## src/rtl/cbus_line_initiator_pkg.sv

```systemverilog
// Shared CBus definitions for the line initiator: request/response
// structures, burst/size encodings, line FSM state type and an address
// alignment helper.
package cbus_line_initiator_pkg;

  typedef logic [63:0] u64;

  localparam logic [1:0] AXI_BURST_FIXED = 2'b00;
  localparam logic [1:0] AXI_BURST_INCR  = 2'b01;
  localparam logic [1:0] AXI_BURST_WRAP  = 2'b10;

  localparam logic [2:0] MSIZE8 = 3'd3;

  localparam int CBUS_WORD_BYTES = 8;

  typedef struct packed {
    logic       valid;
    u64         addr;
    logic [1:0] burst;
    logic [2:0] size;
    logic [7:0] len;
    logic       write;
    u64         data;
    logic [7:0] strobe;
  } cbus_req_t;

  typedef struct packed {
    logic ready;
    logic last;
    u64   data;
  } cbus_resp_t;

  typedef enum logic [1:0] {
    IDLE  = 2'd0,
    BURST = 2'd1,
    DONE  = 2'd2
  } line_state_t;

  // Clear the byte-offset bits below a line boundary (line_bytes is a power of two).
  function automatic u64 line_align(input u64 addr, input int line_bytes);
    return addr & ~(u64'(line_bytes) - 64'd1);
  endfunction

endpackage

```

## src/rtl/cbus_line_initiator_watchdog.sv

```systemverilog
// Burst watchdog: counts cycles in BURST without a responder handshake and
// flags expiry when the count is about to reach TIMEOUT_CYCLES.
module cbus_line_initiator_watchdog #(
  parameter int TIMEOUT_CYCLES = 4096
) (
  input  logic clk,
  input  logic reset,
  input  logic run,
  input  logic kick,
  output logic expired
);

  logic [31:0] cnt_q;
  logic [31:0] cnt_d;

  // Next count: restart outside BURST and on every handshake, else advance.
  always_comb begin
    cnt_d = cnt_q;
    if (!run || kick) begin
      cnt_d = 32'd0;
    end else begin
      cnt_d = cnt_q + 32'd1;
    end
  end

  // Expiry is seen in the cycle whose edge would take the count to the limit.
  assign expired = run && !kick && ((cnt_q + 32'd1) >= 32'(TIMEOUT_CYCLES));

  // Counter register.
  always_ff @(posedge clk) begin
    if (reset) begin
      cnt_q <= 32'd0;
    end else begin
      cnt_q <= cnt_d;
    end
  end

endmodule

```

## src/rtl/cbus_line_initiator.sv

```systemverilog
// CBus line initiator: turns one cache-line refill or writeback into a single
// INCR burst of 64-bit beats and pulses line_done on completion.
// Optional feature macro: CBUS_WATCHDOG_EN (burst timeout watchdog).
module cbus_line_initiator
  import cbus_line_initiator_pkg::*;
#(
  parameter int LINE_WORDS     = 8,
  parameter int TIMEOUT_CYCLES = 4096
) (
  input  logic                    clk,
  input  logic                    reset,
  input  logic                    line_valid,
  input  logic                    line_write,
  input  logic [63:0]             line_addr,
  input  logic [64*LINE_WORDS-1:0] line_wdata,
  output logic                    line_ready,
  output logic                    line_done,
  output logic [64*LINE_WORDS-1:0] line_rdata,
  output logic                    line_err,
  output cbus_req_t               creq,
  input  cbus_resp_t              cresp
);

  localparam int BEAT_W = $clog2(LINE_WORDS);
  localparam int LINE_BYTES = LINE_WORDS * CBUS_WORD_BYTES;
  localparam logic [BEAT_W-1:0] LAST_BEAT = BEAT_W'(LINE_WORDS - 1);

  localparam logic [1:0] ST_IDLE  = IDLE;
  localparam logic [1:0] ST_BURST = BURST;
  localparam logic [1:0] ST_DONE  = DONE;

  logic [1:0]                    state_q, state_d;
  logic [BEAT_W-1:0]             beat_q, beat_d;
  logic [LINE_WORDS-1:0][63:0]   wdata_q, wdata_d;
  logic [LINE_WORDS-1:0][63:0]   rdata_q, rdata_d;
  logic                          err_q, err_d;
  logic                          done_q, done_d;
  cbus_req_t                     creq_q, creq_d;

  logic [LINE_WORDS-1:0][63:0]   line_wdata_s;
  logic [BEAT_W-1:0]             beat_nxt_s;
  logic                          wd_expired_s;

  assign line_wdata_s = line_wdata;

`ifdef CBUS_WATCHDOG_EN
  cbus_line_initiator_watchdog #(
    .TIMEOUT_CYCLES(TIMEOUT_CYCLES)
  ) u_watchdog (
    .clk     (clk),
    .reset   (reset),
    .run     (state_q == ST_BURST),
    .kick    (cresp.ready),
    .expired (wd_expired_s)
  );
`else
  // Without the watchdog a stalled burst simply waits for the responder.
  assign wd_expired_s = 1'b0 && (TIMEOUT_CYCLES > 0);
`endif

  // The counter parks on the final beat; extra beats reuse the last slot.
  assign beat_nxt_s = (beat_q == LAST_BEAT) ? beat_q : (beat_q + BEAT_W'(1));

  // Next-state, beat tracking, data capture and request generation.
  always_comb begin
    state_d = state_q;
    beat_d  = beat_q;
    wdata_d = wdata_q;
    rdata_d = rdata_q;
    err_d   = err_q;
    done_d  = 1'b0;
    creq_d  = creq_q;

    case (state_q)
      ST_IDLE: begin
        if (line_valid) begin
          state_d       = ST_BURST;
          beat_d        = '0;
          wdata_d       = line_wdata_s;
          creq_d.valid  = 1'b1;
          creq_d.addr   = line_align(line_addr, LINE_BYTES);
          creq_d.burst  = AXI_BURST_INCR;
          creq_d.size   = MSIZE8;
          creq_d.len    = 8'(LINE_WORDS - 1);
          creq_d.write  = line_write;
          creq_d.strobe = line_write ? 8'hFF : 8'h00;
          creq_d.data   = line_write ? line_wdata_s[0] : 64'd0;
        end else begin
          state_d = ST_IDLE;
        end
      end

      ST_BURST: begin
        if (cresp.ready) begin
          if (!creq_q.write) begin
            rdata_d[beat_q] = cresp.data;
          end else begin
            rdata_d = rdata_q;
          end
          if (cresp.last) begin
            // Burst ends on last regardless of how many beats arrived.
            if (beat_q != LAST_BEAT) begin
              err_d = 1'b1;
            end else begin
              err_d = err_q;
            end
            state_d      = ST_DONE;
            done_d       = 1'b1;
            creq_d.valid = 1'b0;
          end else begin
            if (beat_q == LAST_BEAT) begin
              err_d = 1'b1;
            end else begin
              err_d = err_q;
            end
            beat_d = beat_nxt_s;
            if (creq_q.write) begin
              creq_d.data = wdata_q[beat_nxt_s];
            end else begin
              creq_d.data = 64'd0;
            end
          end
        end else if (wd_expired_s) begin
          err_d        = 1'b1;
          state_d      = ST_DONE;
          done_d       = 1'b1;
          creq_d.valid = 1'b0;
        end else begin
          state_d = ST_BURST;
        end
      end

      ST_DONE: begin
        state_d = ST_IDLE;
      end

      default: begin
        state_d      = ST_IDLE;
        creq_d.valid = 1'b0;
      end
    endcase
  end

  // State and output registers.
  always_ff @(posedge clk) begin
    if (reset) begin
      state_q <= ST_IDLE;
      beat_q  <= '0;
      wdata_q <= '0;
      rdata_q <= '0;
      err_q   <= 1'b0;
      done_q  <= 1'b0;
      creq_q  <= '0;
    end else begin
      state_q <= state_d;
      beat_q  <= beat_d;
      wdata_q <= wdata_d;
      rdata_q <= rdata_d;
      err_q   <= err_d;
      done_q  <= done_d;
      creq_q  <= creq_d;
    end
  end

  assign line_ready = (state_q == ST_IDLE);
  assign line_done  = done_q;
  assign line_err   = err_q;
  assign line_rdata = rdata_q;
  assign creq       = creq_q;

endmodule

```

## config.mk

```make
export PLATFORM = sky130hd
export DESIGN_NAME = cbus_line_initiator
export DESIGN_NICKNAME = d
export VERILOG_FILES = /design/src/rtl/cbus_line_initiator_pkg.sv /design/src/rtl/cbus_line_initiator_watchdog.sv /design/src/rtl/cbus_line_initiator.sv
export SDC_FILE = /design/constraint.sdc
export NUM_CORES = 2
export LEC_CHECK = 0
export ABC_AREA = 1
export CAP_MARGIN = 20
export CORE_AREA = 2 2 513 515
export DETAILED_ROUTE_END_ITERATION = 8
export DIE_AREA = 0 0 515 517
export SLEW_MARGIN = 10
export SYNTH_ARGS = -nofsm -noshare
export SYNTH_HDL_FRONTEND = slang
export SYNTH_SLANG_ARGS = --single-unit
```

## constraint.sdc

```tcl
create_clock -name clk -period 2 [get_ports clk]
set_input_delay 0.2 -clock clk [delete_from_list [all_inputs] [get_ports clk]]
set_output_delay 0.2 -clock clk [all_outputs]
set_load 0.03 [all_outputs]
```

==> metrics.md <==
| Metric | Value |
|---|---|
| CTS sink cnt | 1156 |
| Final Cell Area | 0.07330 mm² |
| Initial antenna violation count | 95 |
| Fmax | 489.1 MHz |
| IO Pins | 1312 |
| Yosys Warn Count | 0 |
| Synth Register Bits | 1156 |
| Worst Max-Slew Pin Slew | 0.7224 ns |
| Core area | 0.2611 mm² |
| Clock-pin slew on the worst setup and hold paths | 0.06 ns |
| GPL Wtd Cong | 0.8708 |
| Share of flip-flops with an asynchronous set or reset | 0% |
| Count of final setup violators | 8 |
| Crit. End Element | register |
| Sequential area share after synthesis | 50.92% |
| Unrepaired setup endpoints after global routing | yes |
| Cell variety after synth | 25 |
| CTS Buf Count | 140 |
| Met1 Use GR | 22.86% |
| Largest net degree at the start of global routing | 88 |
| Placed Cells | 10760 |
| Headroom to the max-slew limit | 51.69% |
| Slew Viols, Final | 0 |
| Nets | 8444 |
| DP HPWL | 187700 µm |
| Post-Syn Instances | 6164 |
| Total gr overflow | 0 |
| Bufs on Longest Clock Path | 3 |
| Outcome | complete, but fails checks |
| Clock Latency Late Sink | 0.78 ns |
| Critical path arrival | 2.74 ns |
| Critical Path Start Type | register |
| Chip width | 515 µm |
| Via density | 4.348 |
| P&R area growth vs syn | 61.27% |
| Data required, critical path | 2.69 ns |
| Remaining antenna violation count | 0 |
| Crit path kind | reg -> reg |
| PD cells | 835.5 mW/mm² |
| DR pass1 iterations | 6 |
| Post-synth EDFFs | 0 |
| Final setup margin | -0.04458 ns |
| Tmin final | 2.045 ns |
| PortBufs | 1292 |
| Clock tree root buffer cell | clkbuf_16 |
| Clock H-tree levels | 4 |
| Total power | 0.06124 W |
| Initial DRC Count | 4045 |
| Failing checks | setup timing |
| Busiest grt layer | met2 |
| Share of cells above drive strength 1 | 10.97% |
| Fin crit share | 102.2% |
| Hold WC Path Type | in -> reg |
| Maximum VDD drop | 0.7997 mV |
| Syn Area/Cell | 7.374 µm² |
| Total Wirelength | 257600 µm |
| Final hold violations | 0 |
| Skew final | 0.03827 ns |
| Die height | 517 µm |
| Fillers | 28260 |
| Global-route wire length before repair | 345700 µm |
| FP Rows | 188 |
| Post-Syn Area | 0.04545 mm² |
| Leakage | 31.91 nW |
| Number of global-route vias before repair | 45450 |
| GRT Total Usage | 18.03% |
| Drc violations | 0 |
| Routed len/inst | 22.67 µm |
| Initial Util | 17.41% |
| Max-Cap Viols | 0 |
| Sequential cell area | 0.02315 mm² |
| Non-filler cells, final | 11360 |
| Met3 Use GR | 5.114% |
| Area taken by multi-input logic gates | 0.01894 mm² |
| Most common flop cell mapped by yosys | dfxtp_1 |
| Crit Path Max Fanout | 8 |
| Core Util, Final | 28.07% |
| CTS tree | built |
| DP Area | 0.06504 mm² |
| Via count | 49390 |
| Die Area | 0.2663 mm² |
| Met2 usage | 28.68% |
==> power by group <==
group / internal, W / switching (W) / leakage [nW] / total [W]
registers: 0.0243 / 0.000444 / 9.47 / 0.0248
logic: 0.00412 / 0.00610 / 20.2 / 0.0102
clock network: 0.0149 / 0.0114 / 2.28 / 0.0263
==> through the flow <==
stage,TNS [ns],worst slack [ns],hold WS (ns)
global route,-1.687,-0.1137,0.04641
finish,-0.1424,-0.04458,0.08507
global placement,-11.50,-0.1390,0.4368
detailed placement,-19.27,-0.1590,0.4413
CTS,-0.03311,-0.02140,0.0003818
floorplan,0,0.1643,0.3349
==> worst max-delay path, stage by stage, from the launching register on <==
cell and delay [ns]:
dfxtp_2 0.34, ha_4 0.16, buf_6 0.12, nand3_4 0.11
buf_12 0.15, nand2_8 0.13, buf_16 0.20, buf_12 0.13
buf_16 0.13, nand2_1 0.08, nand3_2 0.08, nand3_2 0.06
nand3_1 0.07, a21oi_1 0.15
==> sequential cells by signal (all words and copies together), names as in the netlist <==
register    flops
state_q         2
line_rdata    512
wdata_q       512
creq          125
beat_q          3
line_done       1
line_err        1
==> cell type report <==
class,instances,area share (%)
flip-flops and latches,1156,31.58
well taps,3420,5.838
inverters,490,2.555
repair buffers,2006,27.72
clock buffers,191,5.327
diodes,35,0.1195
clock inverters,58,1.021
multi-input cells,4003,25.84
==> cell usage after synthesis (4+ instances only) <==
cell | number | share of area, %
nor2_1 | 1239 | 10
dfxtp_1 | 1156 | 51
o21ai_0 | 1099 | 12
a21oi_1 | 604 | 6.7
nand3_1 | 604 | 6.7
inv_1 | 477 | 3.9
nand2_1 | 329 | 2.7
clkbuf_1 | 301 | 2.5
buf_2 | 160 | 1.8
o21ai_1 | 52 | 0.57
nand3b_1 | 43 | 0.71
buf_1 | 36 | 0.30
buf_4 | 29 | 0.48
inv_2 | 12 | 0.099
nand2_2 | 6 | 0.083
nor2_2 | 4 | 0.055
==> timing repair <==
item,in CTS,in global routing
gates cloned,11,15
setup buffers,12,9
endpoints found under the setup margin,636,100
hold buffers,274,0
pin swaps,7,42
gates resized for setup,727,142
endpoints found under the hold margin,281,0
==> cells in the final DEF (no fill, tap or decap), types with 274 or more instances in the layout <==
master / count
inv_1: 475
dlygate4sd3_1: 274
clkdlybuf4s50_1: 639
nand2_1: 307
nand3_1: 523
a21oi_1: 594
o21ai_0: 1098
dlygate4sd2_1: 599
nor2_1: 1229
buf_4: 296
dfxtp_1: 1152
==> cell families (layout without fill, tap and decap cells) <==
logic type | count (synthesis) | in the layout | share of synthesized area [%]
simple gates | 2230 | 2232 | 20.54
buf+inv | 1019 | 2745 | 9.145
xor+xnor | 1 | 1 | 0.01927
flops | 1156 | 1156 | 50.92
compound gates | 1756 | 1756 | 19.34
other cells | 1 | 48 | 0.008250
fa+ha+maj | 1 | 1 | 0.02752
==> routing by layer <==
| layer | share of wire (%) | wire length (µm) |
|---|---|---|
| met4 | 4.0 | 10370 |
| met5 | 0.13 | 330 |
| met3 | 9.5 | 24380 |
| met1 | 42 | 107400 |
| met2 | 45 | 115100 |
==> final timing paths <==
path | from | to | slack (ns) | cells past startpoint
worst min-delay path | line_wdata[331] | wdata_q[331]$_SDFFE_PP0P_ | 0.09 | 3
worst min register to register | wdata_q[290]$_SDFFE_PP0P_ | wdata_q[290]$_SDFFE_PP0P_ | 0.45 | 2
worst max-delay path | beat_q[0]$_SDFFE_PP0P_ | creq[24]$_SDFFE_PP0P_ | -0.04 | 13
worst max register to register | beat_q[0]$_SDFFE_PP0P_ | creq[24]$_SDFFE_PP0P_ | -0.04 | 13
Power figures use the tool's default switching activity.
